### src/rtl/mem_access_unit.sv
// Load/store unit between the CPU and a word-wide data memory. Sub-word and
// line-spanning stores use read-modify-write; unaligned loads may read two words.
module mem_access_unit #(
  parameter int unsigned MEM_WORDS = 1024
) (
  input  logic        clk,
  input  logic        rst_n,
  input  logic        req_valid,
  output logic        req_ready,
  input  logic        req_we,
  input  logic [1:0]  req_size,
  input  logic        req_unsigned,
  input  logic [31:0] req_addr,
  input  logic [31:0] req_wdata,
  output logic        resp_valid,
  output logic [31:0] resp_rdata,
  output logic        resp_err,
  output logic [31:0] d_mem_addr,
  output logic [31:0] d_mem_wdata,
  output logic [3:0]  d_mem_wen,
  input  logic [31:0] d_mem_rdata
);

  typedef enum logic [2:0] {IDLE, RD0, RD1, WR0, WR1, RESP} state_t;

  state_t      state;
  logic        we_q;
  logic        uns_q;
  logic [1:0]  size_q;
  logic [31:0] addr_q;
  logic [31:0] wdata_q;
  logic [31:0] cap0;
  logic [31:0] cap1;

  logic [1:0]  off;
  logic [2:0]  nbytes;
  logic        span;
  logic [31:0] word0;
  logic [31:0] word1;
  logic        err;
  logic [63:0] lane_mask;
  logic [63:0] merged;
  logic [63:0] shifted;
  logic [31:0] load_val;
  logic        direct_wr;

  assign req_ready = (state == IDLE);
  assign direct_wr = req_we && req_size[1] && (req_addr[1:0] == 2'b00);

  always_comb begin
    off    = addr_q[1:0];
    nbytes = (size_q == 2'b00) ? 3'd1 : (size_q == 2'b01) ? 3'd2 : 3'd4;
    span   = ({1'b0, off} + nbytes) > 3'd4;
    word0  = {addr_q[31:2], 2'b00};
    word1  = word0 + 32'd4;
    err    = ({2'b00, word0[31:2]} >= MEM_WORDS) ||
             (span && ({2'b00, word1[31:2]} >= MEM_WORDS));
  end

  // Both captured words form one little-endian 8-byte window; the addressed
  // bytes are spliced in (stores) or shifted down (loads) at the byte offset.
  always_comb begin
    lane_mask = (nbytes == 3'd1) ? 64'h0000_0000_0000_00FF :
                (nbytes == 3'd2) ? 64'h0000_0000_0000_FFFF :
                                   64'h0000_0000_FFFF_FFFF;
    lane_mask = lane_mask << {off, 3'b000};
    merged    = ({cap1, cap0} & ~lane_mask) |
                (({32'h0, wdata_q} << {off, 3'b000}) & lane_mask);
    shifted   = {cap1, cap0} >> {off, 3'b000};
    case (size_q)
      2'b00:   load_val = uns_q ? {24'h0, shifted[7:0]}
                                : {{24{shifted[7]}}, shifted[7:0]};
      2'b01:   load_val = uns_q ? {16'h0, shifted[15:0]}
                                : {{16{shifted[15]}}, shifted[15:0]};
      default: load_val = shifted[31:0];
    endcase
  end

  always_comb begin
    d_mem_addr  = '0;
    d_mem_wdata = '0;
    d_mem_wen   = '0;
    case (state)
      RD0: d_mem_addr = word0;
      RD1: d_mem_addr = word1;
      WR0: begin
        d_mem_addr  = word0;
        d_mem_wdata = merged[31:0];
        d_mem_wen   = err ? 4'b0000 : 4'b1111;
      end
      WR1: begin
        d_mem_addr  = word1;
        d_mem_wdata = merged[63:32];
        d_mem_wen   = err ? 4'b0000 : 4'b1111;
      end
      default: ;
    endcase
    if (!rst_n) d_mem_wen = '0;
  end

  always_ff @(posedge clk) begin
    if (!rst_n) begin
      state      <= IDLE;
      we_q       <= 1'b0;
      uns_q      <= 1'b0;
      size_q     <= '0;
      addr_q     <= '0;
      wdata_q    <= '0;
      cap0       <= '0;
      cap1       <= '0;
      resp_valid <= 1'b0;
      resp_rdata <= '0;
      resp_err   <= 1'b0;
    end else begin
      resp_valid <= 1'b0;
      case (state)
        IDLE: if (req_valid) begin
          we_q    <= req_we;
          uns_q   <= req_unsigned;
          size_q  <= req_size;
          addr_q  <= req_addr;
          wdata_q <= req_wdata;
          state   <= direct_wr ? WR0 : RD0;
        end
        RD0: begin
          cap0  <= d_mem_rdata;
          state <= span ? RD1 : (we_q ? WR0 : RESP);
        end
        RD1: begin
          cap1  <= d_mem_rdata;
          state <= we_q ? WR0 : RESP;
        end
        WR0: state <= span ? WR1 : RESP;
        WR1: state <= RESP;
        RESP: begin
          resp_valid <= 1'b1;
          resp_rdata <= (we_q || err) ? 32'h0 : load_val;
          resp_err   <= err;
          state      <= IDLE;
        end
        default: state <= IDLE;
      endcase
    end
  end

endmodule

### config.mk
export PLATFORM = sky130hd
export DESIGN_NAME = mem_access_unit
export DESIGN_NICKNAME = d
export VERILOG_FILES = /design/src/rtl/mem_access_unit.sv
export SDC_FILE = /design/constraint.sdc
export NUM_CORES = 1
export LEC_CHECK = 0
export BUFFER_PORTS_ARGS = -buffer_cell sky130_fd_sc_hd__buf_4
export CORE_MARGIN = 1.5
export CORE_UTILIZATION = 50
export CTS_CLUSTER_SIZE = 40
export DETAILED_ROUTE_END_ITERATION = 10
export GPL_TIMING_DRIVEN = 0
export HOLD_SLACK_MARGIN = 0.05
export PLACE_DENSITY = 0.77
export SETUP_SLACK_MARGIN = 0.1
export SKIP_LAST_GASP = 1
export SYNTH_ARGS = -nofsm -noshare
export SYNTH_HDL_FRONTEND = slang
export SYNTH_SLANG_ARGS = --single-unit
### constraint.sdc
create_clock -name clk -period 4.48 [get_ports clk]
set_clock_uncertainty 0.2 [all_clocks]
set_input_delay 0.224 -clock clk [delete_from_list [all_inputs] [get_ports clk]]
set_output_delay 0.224 -clock clk [all_outputs]
set_load 0.01 [all_outputs]
==> metrics.md <==
| Metric | Value |
|---|---|
| Reg2Reg Depth | 11 |
| DR iter-0 viols | around 1,200 |
| Clk pin slew, worst setup/hold paths | about 0.080 ns |
| Setup TNS | 0 ns |
| Max-Cap Viols | 0 |
| Post-synth design cell area | 0.01003 mm2 |
| Critical Path Start Type | flop |
| Most common cell after layout, fill and taps aside | nand2_1 |
| Initial antenna violation count | 1 |
| Int Pwr | 0.002777 W |
| Root Buffer | clkbuf_16 |
| RSZ-0062 raised after global routing | yes |
| P_leak | between 5 and 6 nW |
| Pwr/cell area | about 320 mW/mm2 |
| Dominant synthesized flop cell | dfxtp_1 |
| Clk network pwr share | ~33% |
| Most frequent cells in the layout | 426 x nand2_1, 210 x buf_4, 169 x dfxtp_1 |
| Share of layout cells above drive strength 1 | a little under a fifth |
| Die ar. | roughly 0.021 mm2 |
| Port Buffer Count | between 200 and 250 |
| Hold Path Depth | 3 |
| TritonCTS buffer count | 17 |
| Worst-case hold slack | between 0.06 and 0.07 ns |
| Most Crowded Layer GR | met2 |
| Fill count | around 1,700 |
| Crit path time final | roughly 4.2 ns |
| Global routing usage on met2 | 62.50% |
| Vias in the first global route | 10,630 |
| EDFF count, synth | 0 |
| Met1 global-route usage | 51.30% |
| Switch share | 36.53% |
| Worst flop-to-flop path endpoint | state[1] |
| Final RePlAce weighted congestion | approximately 1 |
| R2R Setup Slk | slightly above 0.9 ns |
| Routing usage on met3 | a little under a tenth |
| Clock Sinks | around 170 |
| Status | finished, final reports clean |
| Clk_lat worst skew | ~0.44 ns |
| Post-Syn Instances | about 1,400 |
| Yosys reg bits | between 150 and 200 |
| Syn avg cell area | between 7 and 8 um2 |
| Worst r2r src | addr_q[1] |
| Maximum net fanout on the critical path | 10 |
| Post CTS Setup Buffer Count | 0 |
| Final nets | ~1,800 |
| Arr. time, crit path | about 3.8 ns |
| Routed Antenna Nets | 0 |
| Final WL | about 41 mm |
| Wire per inst | approximately 21 um |
| Core Rows | 51 |
| Die Y | 144.6 um |
| Vias | about 11,000 |
| Area Overhead vs Synth | 34.83% |
| Synth async-reset ratio | 0% |
| Setup crit end kind | output pin |
| Min-delay src | rst_n |
| First-pass DRT Iterations | 8 |
| CTS H-tree depth | 4 |
| Fin. Hold Viols | 0 |
| Max Slew Vio Count | 0 |
| WHS Endpoint | resp_valid |
| First-pass GRT wire length | approximately 61 mm |
| Initial core utilization | around 50% |
| DRC viols | 0 |
| Flop pwr share | 39.7% |
| Seq/Total Area, Yosys | about a third |
| Synthesis warning total | 0 |
| HPWL after DPL | 30.67 mm |
| Final setup fails | 0 |
| Worst vdd ir | 0.2904 mV |
| Total grt overflow | 0 |
| Distinct cells, synth | 48 |
| Worst path required time | 4.06 ns |
| CTS tree | yes |
| Largest net degree at the start of global routing | 18 |
| I/O pins | slightly above 200 |
| Antenna diodes | 0 |
| Fin crit share | between 90% and 100% |
| Crit Path Category | flop to output pin |
| Comb pwr share | ~27% |
| Slew margin rel. | between 30% and 40% |
| P_sw | 0.001599 W |
| Core Area | around 0.020 mm2 |
| Total GRT Usage | approximately two fifths |
| Vias per cell | 5.816 |
| Max Clk Rate | about 0.24 GHz |
| Hold WC Path Type | input pin to flop |
| Worst-margin pin slew | roughly 0.95 ns |
| Bufs on Longest Clock Path | 2 |
| Die W | between 100 and 150 um |
==> cells in the mapped netlist (9+ instances only) <==
cell type	n	share of area, %
buf_1	10	0.37
a21oi_1	43	2.1
inv_1	18	0.67
o211ai_1	12	0.90
o22ai_1	29	1.8
dfxtp_1	169	34
a21boi_0	132	9.9
nor3_1	10	0.50
and2_1	9	0.56
mux2i_1	83	8.3
nand3_1	14	0.70
o21ai_0	79	3.9
clkbuf_1	94	3.5
a31oi_1	32	2.0
xnor2_1	10	0.87
nand2_1	426	16
nor4_1	9	0.56
nor2_1	56	2.1
nand4_1	16	1.0
mux2_2	11	1.2
o31ai_2	29	3.6
==> power groups by stage <==
stage                     Clock [W]  Sequential, W  Combinational [W]
after floorplan                   0        0.00169           0.000698
after global placement            0        0.00176            0.00105
after detailed placement          0        0.00176            0.00107
after CTS                   0.00145        0.00172            0.00115
after global routing        0.00153        0.00174            0.00128
final                       0.00146        0.00174            0.00118
==> worst max-delay path by stage <==
| stage | from | end | slack (ns) | depth (start not counted) |
|---|---|---|---|---|
| final | addr_q[12] | d_mem_wen[1] | 0.26 | 11 |
| after global placement | addr_q[1] | d_mem_wen[2] | 0.35 | 12 |
| after global routing | addr_q[2] | d_mem_wen[3] | 0.09 | 11 |
| after detailed placement | addr_q[1] | d_mem_wen[3] | 0.31 | 12 |
| after CTS | addr_q[5] | d_mem_wen[3] | 0.12 | 10 |
| after floorplan | addr_q[12] | d_mem_wen[1] | 0.98 | 10 |
==> logic make-up (layout without fill, tap and decap cells) <==
| family | count (synthesis) | count (layout) | synth area share, % |
|---|---|---|---|
| flops | 169 | 169 | 33.73 |
| buf+inv | 140 | 474 | 5.838 |
| fa+ha+maj | 5 | 5 | 0.6986 |
| xor+xnor | 14 | 14 | 1.222 |
| compound gates | 374 | 374 | 25.87 |
| mux | 94 | 94 | 9.519 |
| other cells | 1 | 2 | 0.03739 |
| simple gates | 563 | 563 | 23.08 |
==> area by class of cell <==
class	instances	area (um2)	share of cell area, %
Tap cell	265	331.6	2.452
Timing Repair Buffer	304	2537	18.76
Sequential cell	169	3383	25.02
Inverter	19	72.57	0.5366
Multi-Input combinational cell	1052	6122	45.27
Clock buffer	17	425.4	3.146
Buffer	121	518.0	3.830
Clock inverter	13	132.6	0.9808
==> registers in the layout, summed over array words and instances, names as in the netlist <==
name	count
resp_err	1
uns_q	1
state	3
cap0	32
resp_rdata	32
size_q	2
addr_q	32
cap1	32
wdata_q	32
we_q	1
resp_valid	1
==> critical path: stages (launching register included) <==
cell	delay [ns]
dfxtp_1	0.33
buf_4	0.17
nand4_1	0.19
or3_4	0.47
nor4_2	0.41
mux2_2	0.41
a2111oi_4	0.38
a21oi_2	0.20
buf_6	0.21
nor3_2	0.29
buf_4	0.17
buf_4	0.11
==> per-layer routing <==
layer | vias up | share of wire [%]
li1 | 5315 | -
met1 | 5309 | 41
met2 | 658 | 45
met3 | 118 | 9.9
met4 | 0 | 4.0
met5 | - | 0
==> metrics by stage <==
stage | area, um2 | worst slack [ns] | util [%] | power [W] | std cells
2_1_floorplan | 10030 | 0.9755 | - | 0.002389 | 1361
3_3_place_gp | 11880 | 0.3469 | 60.65 | 0.002811 | 1828
3_5_place_dp | 11880 | 0.3119 | 60.65 | 0.002824 | 1828
4_1_cts | 13490 | 0.1172 | 68.86 | 0.004322 | 1960
5_1_grt | 13520 | 0.09038 | 69.03 | 0.004541 | 1960
6_report | 13520 | 0.2556 | 69.03 | 0.004375 | 1960
==> what timing repair did <==
action / 4_1_cts / 5_1_grt
setup endpoints to repair: 4 / 5
resized for setup: 6 / 9
hold endpoints to repair: 135 / 0
hold buffers: 102 / 0
Note: power is estimated with default switching activity, not from simulation.
